===== src/rtl/array_req_sched_pkg.sv =====
// Shared definitions for the array request scheduler: source encoding,
// frame width derivation and default field widths.
package array_req_sched_pkg;

  localparam int DEF_ADDR_WIDTH  = 20;
  localparam int DEF_DATA_WIDTH  = 64;
  localparam int DEF_QUOTA_WIDTH = 4;

  // Frames carry three control bits on top of the address and data fields.
  localparam int FRAME_CTRL_BITS = 3;

  // Owner / grant encoding shared by the arbiter and the frame register.
  localparam logic SRC_WR = 1'b0;
  localparam logic SRC_RD = 1'b1;

  function automatic int frame_width(input int addr_w, input int data_w);
    return addr_w + data_w + FRAME_CTRL_BITS;
  endfunction

endpackage


===== src/rtl/array_req_arb.sv =====
// Weighted round-robin grant decision between the write and read streams,
// plus the owner / consecutive-grant counter that enforces the burst quotas.
module array_req_arb
  import array_req_sched_pkg::*;
#(
  parameter int QUOTA_WIDTH = DEF_QUOTA_WIDTH
) (
  input  logic                   clk,
  input  logic                   rst_n,
  input  logic                   wr_valid,
  input  logic                   rd_valid,
  input  logic                   accept,
  input  logic [QUOTA_WIDTH-1:0] wr_quota,
  input  logic [QUOTA_WIDTH-1:0] rd_quota,
  output logic                   grant
);

  localparam logic [QUOTA_WIDTH-1:0] CNT_MAX = {QUOTA_WIDTH{1'b1}};

  logic                   owner;
  logic [QUOTA_WIDTH-1:0] grant_cnt;
  logic [QUOTA_WIDTH-1:0] owner_cfg;
  logic [QUOTA_WIDTH-1:0] eff_quota;

  // Pick the source: a lone requester always wins; under contention the
  // owner keeps the grant until its quota (0 read as 1) is used up.
  always_comb begin
    owner_cfg = (owner == SRC_WR) ? wr_quota : rd_quota;
    eff_quota = (owner_cfg == '0) ? QUOTA_WIDTH'(1) : owner_cfg;
    grant     = SRC_WR;
    if (wr_valid && rd_valid) begin
      grant = (grant_cnt < eff_quota) ? owner : ~owner;
    end else if (rd_valid) begin
      grant = SRC_RD;
    end
  end

  // Track who holds the burst and how many grants it has had in a row;
  // solo grants count too, and the counter saturates rather than wrapping.
  always_ff @(posedge clk or negedge rst_n) begin
    if (!rst_n) begin
      owner     <= SRC_WR;
      grant_cnt <= '0;
    end else if (accept) begin
      if (grant == owner) begin
        if (grant_cnt != CNT_MAX) begin
          grant_cnt <= grant_cnt + QUOTA_WIDTH'(1);
        end
      end else begin
        owner     <= grant;
        grant_cnt <= QUOTA_WIDTH'(1);
      end
    end
  end

endmodule


===== src/rtl/array_req_sched.sv =====
// Request scheduler: merges the write and read frame streams into a single
// registered valid/ready stream for the array controller.
module array_req_sched
  import array_req_sched_pkg::*;
#(
  parameter int AXI_ADDR_WIDTH  = DEF_ADDR_WIDTH,
  parameter int AXI_DATA_WIDTH  = DEF_DATA_WIDTH,
  parameter int AXI_FRAME_WIDTH = frame_width(AXI_ADDR_WIDTH, AXI_DATA_WIDTH),
  parameter int QUOTA_WIDTH     = DEF_QUOTA_WIDTH
) (
  input  logic                       clk,
  input  logic                       rst_n,
  input  logic                       mc_en,
  input  logic [QUOTA_WIDTH-1:0]     sched_wr_quota_cfg,
  input  logic [QUOTA_WIDTH-1:0]     sched_rd_quota_cfg,
  input  logic [AXI_FRAME_WIDTH-1:0] wr_frame_data,
  input  logic                       wr_frame_valid,
  output logic                       wr_frame_ready,
  input  logic [AXI_FRAME_WIDTH-1:0] rd_frame_data,
  input  logic                       rd_frame_valid,
  output logic                       rd_frame_ready,
  output logic [AXI_FRAME_WIDTH-1:0] axi_frame_data,
  output logic                       axi_frame_valid,
  input  logic                       axi_frame_ready,
  output logic                       sched_is_wr,
  output logic                       sched_busy
);

  logic grant;
  logic slot_free;
  logic accept;

  array_req_arb #(
    .QUOTA_WIDTH (QUOTA_WIDTH)
  ) u_arb (
    .clk      (clk),
    .rst_n    (rst_n),
    .wr_valid (wr_frame_valid),
    .rd_valid (rd_frame_valid),
    .accept   (accept),
    .wr_quota (sched_wr_quota_cfg),
    .rd_quota (sched_rd_quota_cfg),
    .grant    (grant)
  );

  // The holding register can take a frame when empty or draining this cycle.
  // Readies are gated by rst_n so nothing upstream is consumed during reset.
  assign slot_free      = !axi_frame_valid || axi_frame_ready;
  assign accept         = rst_n && mc_en && slot_free && (wr_frame_valid || rd_frame_valid);
  assign wr_frame_ready = accept && (grant == SRC_WR);
  assign rd_frame_ready = accept && (grant == SRC_RD);
  assign sched_busy     = axi_frame_valid || wr_frame_valid || rd_frame_valid;

  // One-entry output register: load on accept, clear valid on a bare drain,
  // keep data and source flag stable otherwise.
  always_ff @(posedge clk or negedge rst_n) begin
    if (!rst_n) begin
      axi_frame_data  <= '0;
      axi_frame_valid <= 1'b0;
      sched_is_wr     <= 1'b0;
    end else if (accept) begin
      axi_frame_data  <= (grant == SRC_WR) ? wr_frame_data : rd_frame_data;
      axi_frame_valid <= 1'b1;
      sched_is_wr     <= (grant == SRC_WR);
    end else if (axi_frame_ready) begin
      axi_frame_valid <= 1'b0;
    end
  end

endmodule


===== config.mk =====
export PLATFORM = sky130hd
export DESIGN_NAME = array_req_sched
export DESIGN_NICKNAME = d
export VERILOG_FILES = /design/src/rtl/array_req_sched_pkg.sv /design/src/rtl/array_req_arb.sv /design/src/rtl/array_req_sched.sv
export SDC_FILE = /design/constraint.sdc
export NUM_CORES = 1
export LEC_CHECK = 0
export CORE_MARGIN = 2
export CORE_UTILIZATION = 40
export CTS_CLUSTER_SIZE = 24
export DETAILED_ROUTE_END_ITERATION = 10
export PLACE_DENSITY = 0.8
export SYNTH_ARGS = -nofsm -noshare
export SYNTH_HDL_FRONTEND = slang
export SYNTH_HIERARCHICAL = 1
export SYNTH_SLANG_ARGS = --single-unit

===== constraint.sdc =====
create_clock -name clk -period 3.2 [get_ports clk]
set_input_delay 0.64 -clock clk [delete_from_list [all_inputs] [get_ports clk]]
set_output_delay 0.64 -clock clk [all_outputs]
set_load 0.1 [all_outputs]

==> metrics, run 1 <==
Yosys Warn Count=6; Die X=119.2 µm; core area=13,090 µm²; Setup crit start kind=primary input; Clock Latency Late Sink=0.33 ns; Primary FF master, synth=dfrtp_1; R2R Path End=axi_frame_data[23]$_DFFE_PN0P_; H-tree levels=3; CTS sink count=94; routed vias/inst=4.793; min Tclk post-route=3.156 ns; pwr dens=998.7 nW/µm²; status=completed; layout cells sized above 1=48.89%; count of cell types in the netlist=36; Port Buf Inserts=279; routing usage on met3=4.406%; Final Hold Viols=0; Synth Instances=344; CTS Buf Count=9; slowest library cell on the worst path=a211o_1; vias in the first global route=4,194; Buf/Inv on CP=2; largest stage delay on the critical path=0.28 ns; total track usage=18.96%; Post-Syn Area=5311 µm²; Final ANT Viol Nets=0; crit path max fanout=3; Seq/Total Area, Yosys=44.29%; pins over their slew limit=0; CTS tree=built; Synth top area share=44.29%; period utilization=98.61%; Setup crit end=rd_frame_ready; commonest cells in the netlist=dfrtp_1, mux2_2, mux2_4; syn avg cell area=15.44 µm²; Final GP Congestion=0.7826; r2r setup slk=0.16 ns; Final HPWL DP=10.36 mm; min-delay worst type=in2async; top cell family by delay on the critical path=compound AO/OA/AOI/OAI gates; final net count=819; GRT busiest layer=met2; final WL=13.71 mm; Syn Nets=536; Initial Utilization=40.59%; GR Overflow Total=0; Worst-path clk slew=0.06 ns; skew final=0.005282 ns; DR iter-0 viols=111; Pre-antenna DRT Iters=4; Die Y=119.2 µm; DRC=0; synthesis-to-layout area growth=57.46%; Global Route met2 Usage=34.27%; Fillers=997; top post-synthesis cells by area=dfrtp_1, mux2_4, mux2_2; Placed Area=8001 µm²; WS Path Type=in2out; RSZ-0062 raised after global routing=yes; PnR Total Power=8.352 mW; critical path launch point=sched_rd_quota_cfg[2]; P_leak=3.676 nW; number of flops mapped to enable cells by yosys=0; Root Driver=clkbuf_16; Crit path required time=2.56 ns; Final Hold Slack=0.3780 ns; final instance area=8363 µm²; Crit Reg-Reg Startpoint=u_arb/owner$_DFFE_PN0P_; Ant. Diodes=0; Slew headroom=51.47%; count leader, synth=dfrtp_1; DR WL/cell=16.97 µm; critical path capture point type=output pin; worst slew pin tran=0.7279 ns; Register-to-Register Path Depth=11; area leader, netlist=dfrtp_1; initial antenna violation count=0; post-synthesis register bit count=94; FMAX=0.3169 GHz; Async S/R FF share, synth=100.0%; CTS max path bufs=2; Boundary Pins=280; Worst path depth=10; setup violators final=0; placed cells=789; largest net degree at the start of global routing=59; num rows=42; hold buffers post-CTS=0; crit path DAT=2.52 ns; met1 usage=21.32%; Die ar.=14,220 µm²; via count=3,873; VDD IR-drop max=0.0006624 V; Finished Layout Cells=808; number of max-cap violations=0; crit-path cells=clkdlybuf4s15_1 -> mux2i_1 -> ha_1 -> a21o_1 -> a211o_1 -> o22ai_2 -> xor2_2 -> a21boi_4 -> and2_4 -> buf_12; first-pass GRT wire length=21.20 mm
## metrics by stage
| step | setup slack (ns) | utilization [%] | TNS [ns] |
|---|---|---|---|
| 2_1_floorplan | -0.01581 | - | -0.01581 |
| 6_report | 0.04439 | 63.91 | 0 |
| 3_3_place_gp | -0.3843 | 61.15 | -29.39 |
| 4_1_cts | -0.03232 | 63.91 | -0.03232 |
| 3_5_place_dp | -0.4194 | 61.15 | -33.08 |
| 5_1_grt | -0.05218 | 63.91 | -0.05997 |
## worst min path at each step
stage	startpoint	end	slack, ns
floorplan	rst_n	axi_frame_data[0]$_DFFE_PN0P_	0.34
finish	rst_n	axi_frame_valid$_DFFE_PN0P_	0.38
global route	rst_n	axi_frame_data[75]$_DFFE_PN0P_	0.42
global placement	axi_frame_data[17]$_DFFE_PN0P_	axi_frame_data[17]$_DFFE_PN0P_	0.50
CTS	rst_n	axi_frame_valid$_DFFE_PN0P_	0.39
detailed placement	axi_frame_data[54]$_DFFE_PN0P_	axi_frame_data[54]$_DFFE_PN0P_	0.49
## registers in the layout (all words and copies together), names as in the netlist
name / flops
axi_frame_data: 87
axi_frame_valid: 1
sched_is_wr: 1
u_arb/grant_cnt: 4
u_arb/owner: 1
## metal layers
| metal | vias up | wire (µm) |
|---|---|---|
| met1 | 1870 | 5398 |
| li1 | 1817 | - |
| met3 | 29 | 832 |
| met2 | 157 | 7095 |
| met5 | - | 0 |
| met4 | 0 | 381 |
## timing repair
item	CTS	global route
resized for setup	11	0
buffers inserted	3	0
endpoints found under the setup margin	85	20
pin swaps	10	9
endpoints found under the hold margin	0	0
## cells by family (layout without fill, tap and decap cells)
group	after synthesis	in the layout	synth area share, %
DFF	94	94	44.29
buffers and inverters	24	312	5.206
and+or+nand+nor	21	21	2.144
AOI/OAI and AO/OA	19	19	2.968
adders and majority gates	4	4	0.9423
xor gates and xnor gates	1	1	0.1649
muxes	181	181	44.29
## layout by cell type, fill, tap and decap left out, types with 2 or more instances in the layout
master and count:
a21oi_1 4, clkdlybuf4s15_1 4, clkbuf_16 9, nand2b_1 2, clkbuf_8 2, dlygate4sd2_1 2, mux2i_1 7, dfrtp_1 94
ha_1 4, mux2_4 86, o21ai_0 3, nor2_1 2, buf_4 103, nor3_1 2, inv_1 2, nand3_1 5
o211ai_2 2, buf_12 5, bufinv_16 2, clkdlybuf4s50_1 180, o21a_1 2, nand2_1 3, nor2b_4 2, mux2_2 88
## area by class of cell
| cell class | count | area (µm²) | area share, % |
|---|---|---|---|
| Multi-Input combinational cell | 226 | 2716 | 32.48 |
| Inverter | 2 | 7.507 | 0.08977 |
| Clock buffer | 11 | 252.7 | 3.022 |
| Sequential cell | 94 | 2352 | 28.13 |
| Tap cell | 176 | 220.2 | 2.633 |
| Clock inverter | 5 | 81.33 | 0.9725 |
| Timing Repair Buffer | 294 | 2733 | 32.68 |
## where the power goes
group | leakage [nW] | internal (mW) | switching [mW]
registers | 1.10 | 1.60 | 0.276
logic | 2.41 | 1.65 | 3.66
clock network | 0.162 | 0.727 | 0.441
No activity file was read; power rests on OpenSTA's default activity.
==> run 2, diff against run 1 <==
Settings changed: CORE_MARGIN 2 to unset, CORE_UTILIZATION 40 to 35, PLACE_DENSITY 0.8 to 0.72.
==> metrics, run 2 (same netlist as run 1, synthesis figures left out) <==
status=finished with violations; failing checks=design-rule violations, negative setup slack; GR Overflow Total=0; Final ANT Viol Nets=0; Setup crit start kind=primary input; DR WL/cell=16.95 µm; Slew headroom=57.57%; core area=14,640 µm²; FMAX=0.3061 GHz; final WL=14.17 mm; critical path capture point type=output pin; placed cells=805; r2r setup slk=0.02 ns; Final GP Congestion=0.7417; total track usage=18.65%; skew final=0.008633 ns; pwr dens=999.9 nW/µm²; CTS max path bufs=2; CTS Buf Count=9; worst setup margin=-0.06735 ns; DR iter-0 viols=192; Die Y=125.2 µm; vias in the first global route=4,429; Port Buf Inserts=279; Final Hold Slack=0.4160 ns; Die ar.=15,670 µm²; Initial Utilization=36.27%; final instance area=8548 µm²; number of max-cap violations=0; DRC=38; PnR Total Power=8.548 mW; Die X=125.2 µm; Placed Area=8097 µm²; Register-to-Register Path Depth=20; routed vias/inst=4.769; layout cells sized above 1=51.23%; Buf/Inv on CP=3; worst slew pin tran=0.6365 ns; first-pass GRT wire length=22.87 mm; VDD IR-drop max=0.0005563 V; CTS tree=built; largest net degree at the start of global routing=59; crit path DAT=2.63 ns; CTS sink count=94; num rows=44; max reg flops=87; synthesis-to-layout area growth=60.94%; Final Hold Viols=0; largest stage delay on the critical path=0.30 ns; Finished Layout Cells=836; Ant. Diodes=0; final net count=839; H-tree levels=3; area of the multi-input gates=2741 µm²; R2R Path End=u_arb/owner$_DFFE_PN0P_; Crit Reg-Reg Startpoint=u_arb/owner$_DFFE_PN0P_; most common cell after layout, fill and taps aside=clkdlybuf4s50_1; Crit path required time=2.56 ns; slowest library cell on the worst path=a211o_1; Root Driver=clkbuf_16; most frequent cells in the layout=clkdlybuf4s50_1, buf_4, dfrtp_1; min-delay worst type=in2async; Pre-antenna DRT Iters=7; setup_tns=-0.1305 ns; P_leak=3.768 nW; crit path max fanout=4; initial antenna violation count=0; Clock Latency Late Sink=0.35 ns; period utilization=102.1%; WS Path Type=in2out; Largest Register=axi_frame_data; most frequent CP cell=buf_12; via count=3,987; pins over their slew limit=0; Boundary Pins=280; setup violators final=2; top cell family by delay on the critical path=compound AO/OA/AOI/OAI gates; Sequential Area=2354 µm²; crit-path cells=clkdlybuf4s15_1 -> mux2i_2 -> ha_1 -> a21o_1 -> a211o_1 -> o22ai_4 -> xor2_2 -> a21boi_4 -> buf_12 -> nor2b_4 -> buf_12; Fillers=1,202; Final HPWL DP=10.40 mm; Worst-path clk slew=0.06 ns; Top Registers=axi_frame_data: 87 flops, u_arb/grant_cnt: 4 flops; RSZ-0062 raised after global routing=yes; min Tclk post-route=3.267 ns
run 2: cell count changes in the layout (fill, tap and decap cells not counted), moves of 2 or more:
cell	previous run	this run
mux2i_1	7	5
buf_4	103	121
mux2i_2	0	2
buf_12	5	7
run 2: layer usage:
layer | share of wire, % | global-route usage [%] | up-vias
li1 | - | - | 1852
met1 | 40 | 21.97 | 1933
met2 | 50 | 32.34 | 179
met3 | 7.9 | 4.921 | 23
met4 | 2.1 | 7.317 | 0
met5 | 0 | 0 | -
run 2: per-stage QoR:
| step | utilization [%] | setup WS [ns] |
|---|---|---|
| 3_5_place_dp | 55.29 | -0.3801 |
| 5_1_grt | 58.37 | -0.1829 |
| 6_report | 58.37 | -0.06735 |
| 4_1_cts | 58.07 | -0.1613 |
| 3_3_place_gp | 55.29 | -0.3451 |
| 2_1_floorplan | - | -0.01581 |
run 2: how the worst max path moves through the flow:
stage	startpoint	to	slack [ns]	depth (start not counted)
finish	sched_wr_quota_cfg[2]	wr_frame_ready	-0.07	11
global route	u_arb/owner$_DFFE_PN0P_	wr_frame_ready	-0.18	10
CTS	u_arb/owner$_DFFE_PN0P_	rd_frame_ready	-0.16	10
detailed placement	sched_rd_quota_cfg[2]	axi_frame_data[46]$_DFFE_PN0P_	-0.38	12
global placement	sched_rd_quota_cfg[2]	axi_frame_data[46]$_DFFE_PN0P_	-0.35	12
floorplan	sched_rd_quota_cfg[2]	wr_frame_ready	-0.02	10
run 2: report_power, final:
group          internal (mW)  switching (mW)
sequential              1.60           0.276
clock                  0.631           0.475
combinational           1.83            3.73
run 2: final cells by class:
class | instances | area share (%)
repair buffers | 314 | 34.02
multi-input cells | 226 | 32.07
flip-flops and latches | 94 | 27.53
clock buffers | 10 | 2.796
well taps | 184 | 2.693
clock inverters | 6 | 0.8050
inverters | 2 | 0.08782
run 2: timing repair:
item / CTS / global route
setup buffers: 12 / 4
hold buffers: 0 / 0
pin swaps: 10 / 9
resized for setup: 13 / 4
endpoints found under the setup margin: 5 / 47
==> run 3, diff against run 2 <==
Settings changed: HOLD_SLACK_MARGIN set to 0.15.
==> results of run 3 <==
Same layout as run 2: the final DEF is identical, and so are final timing and power.
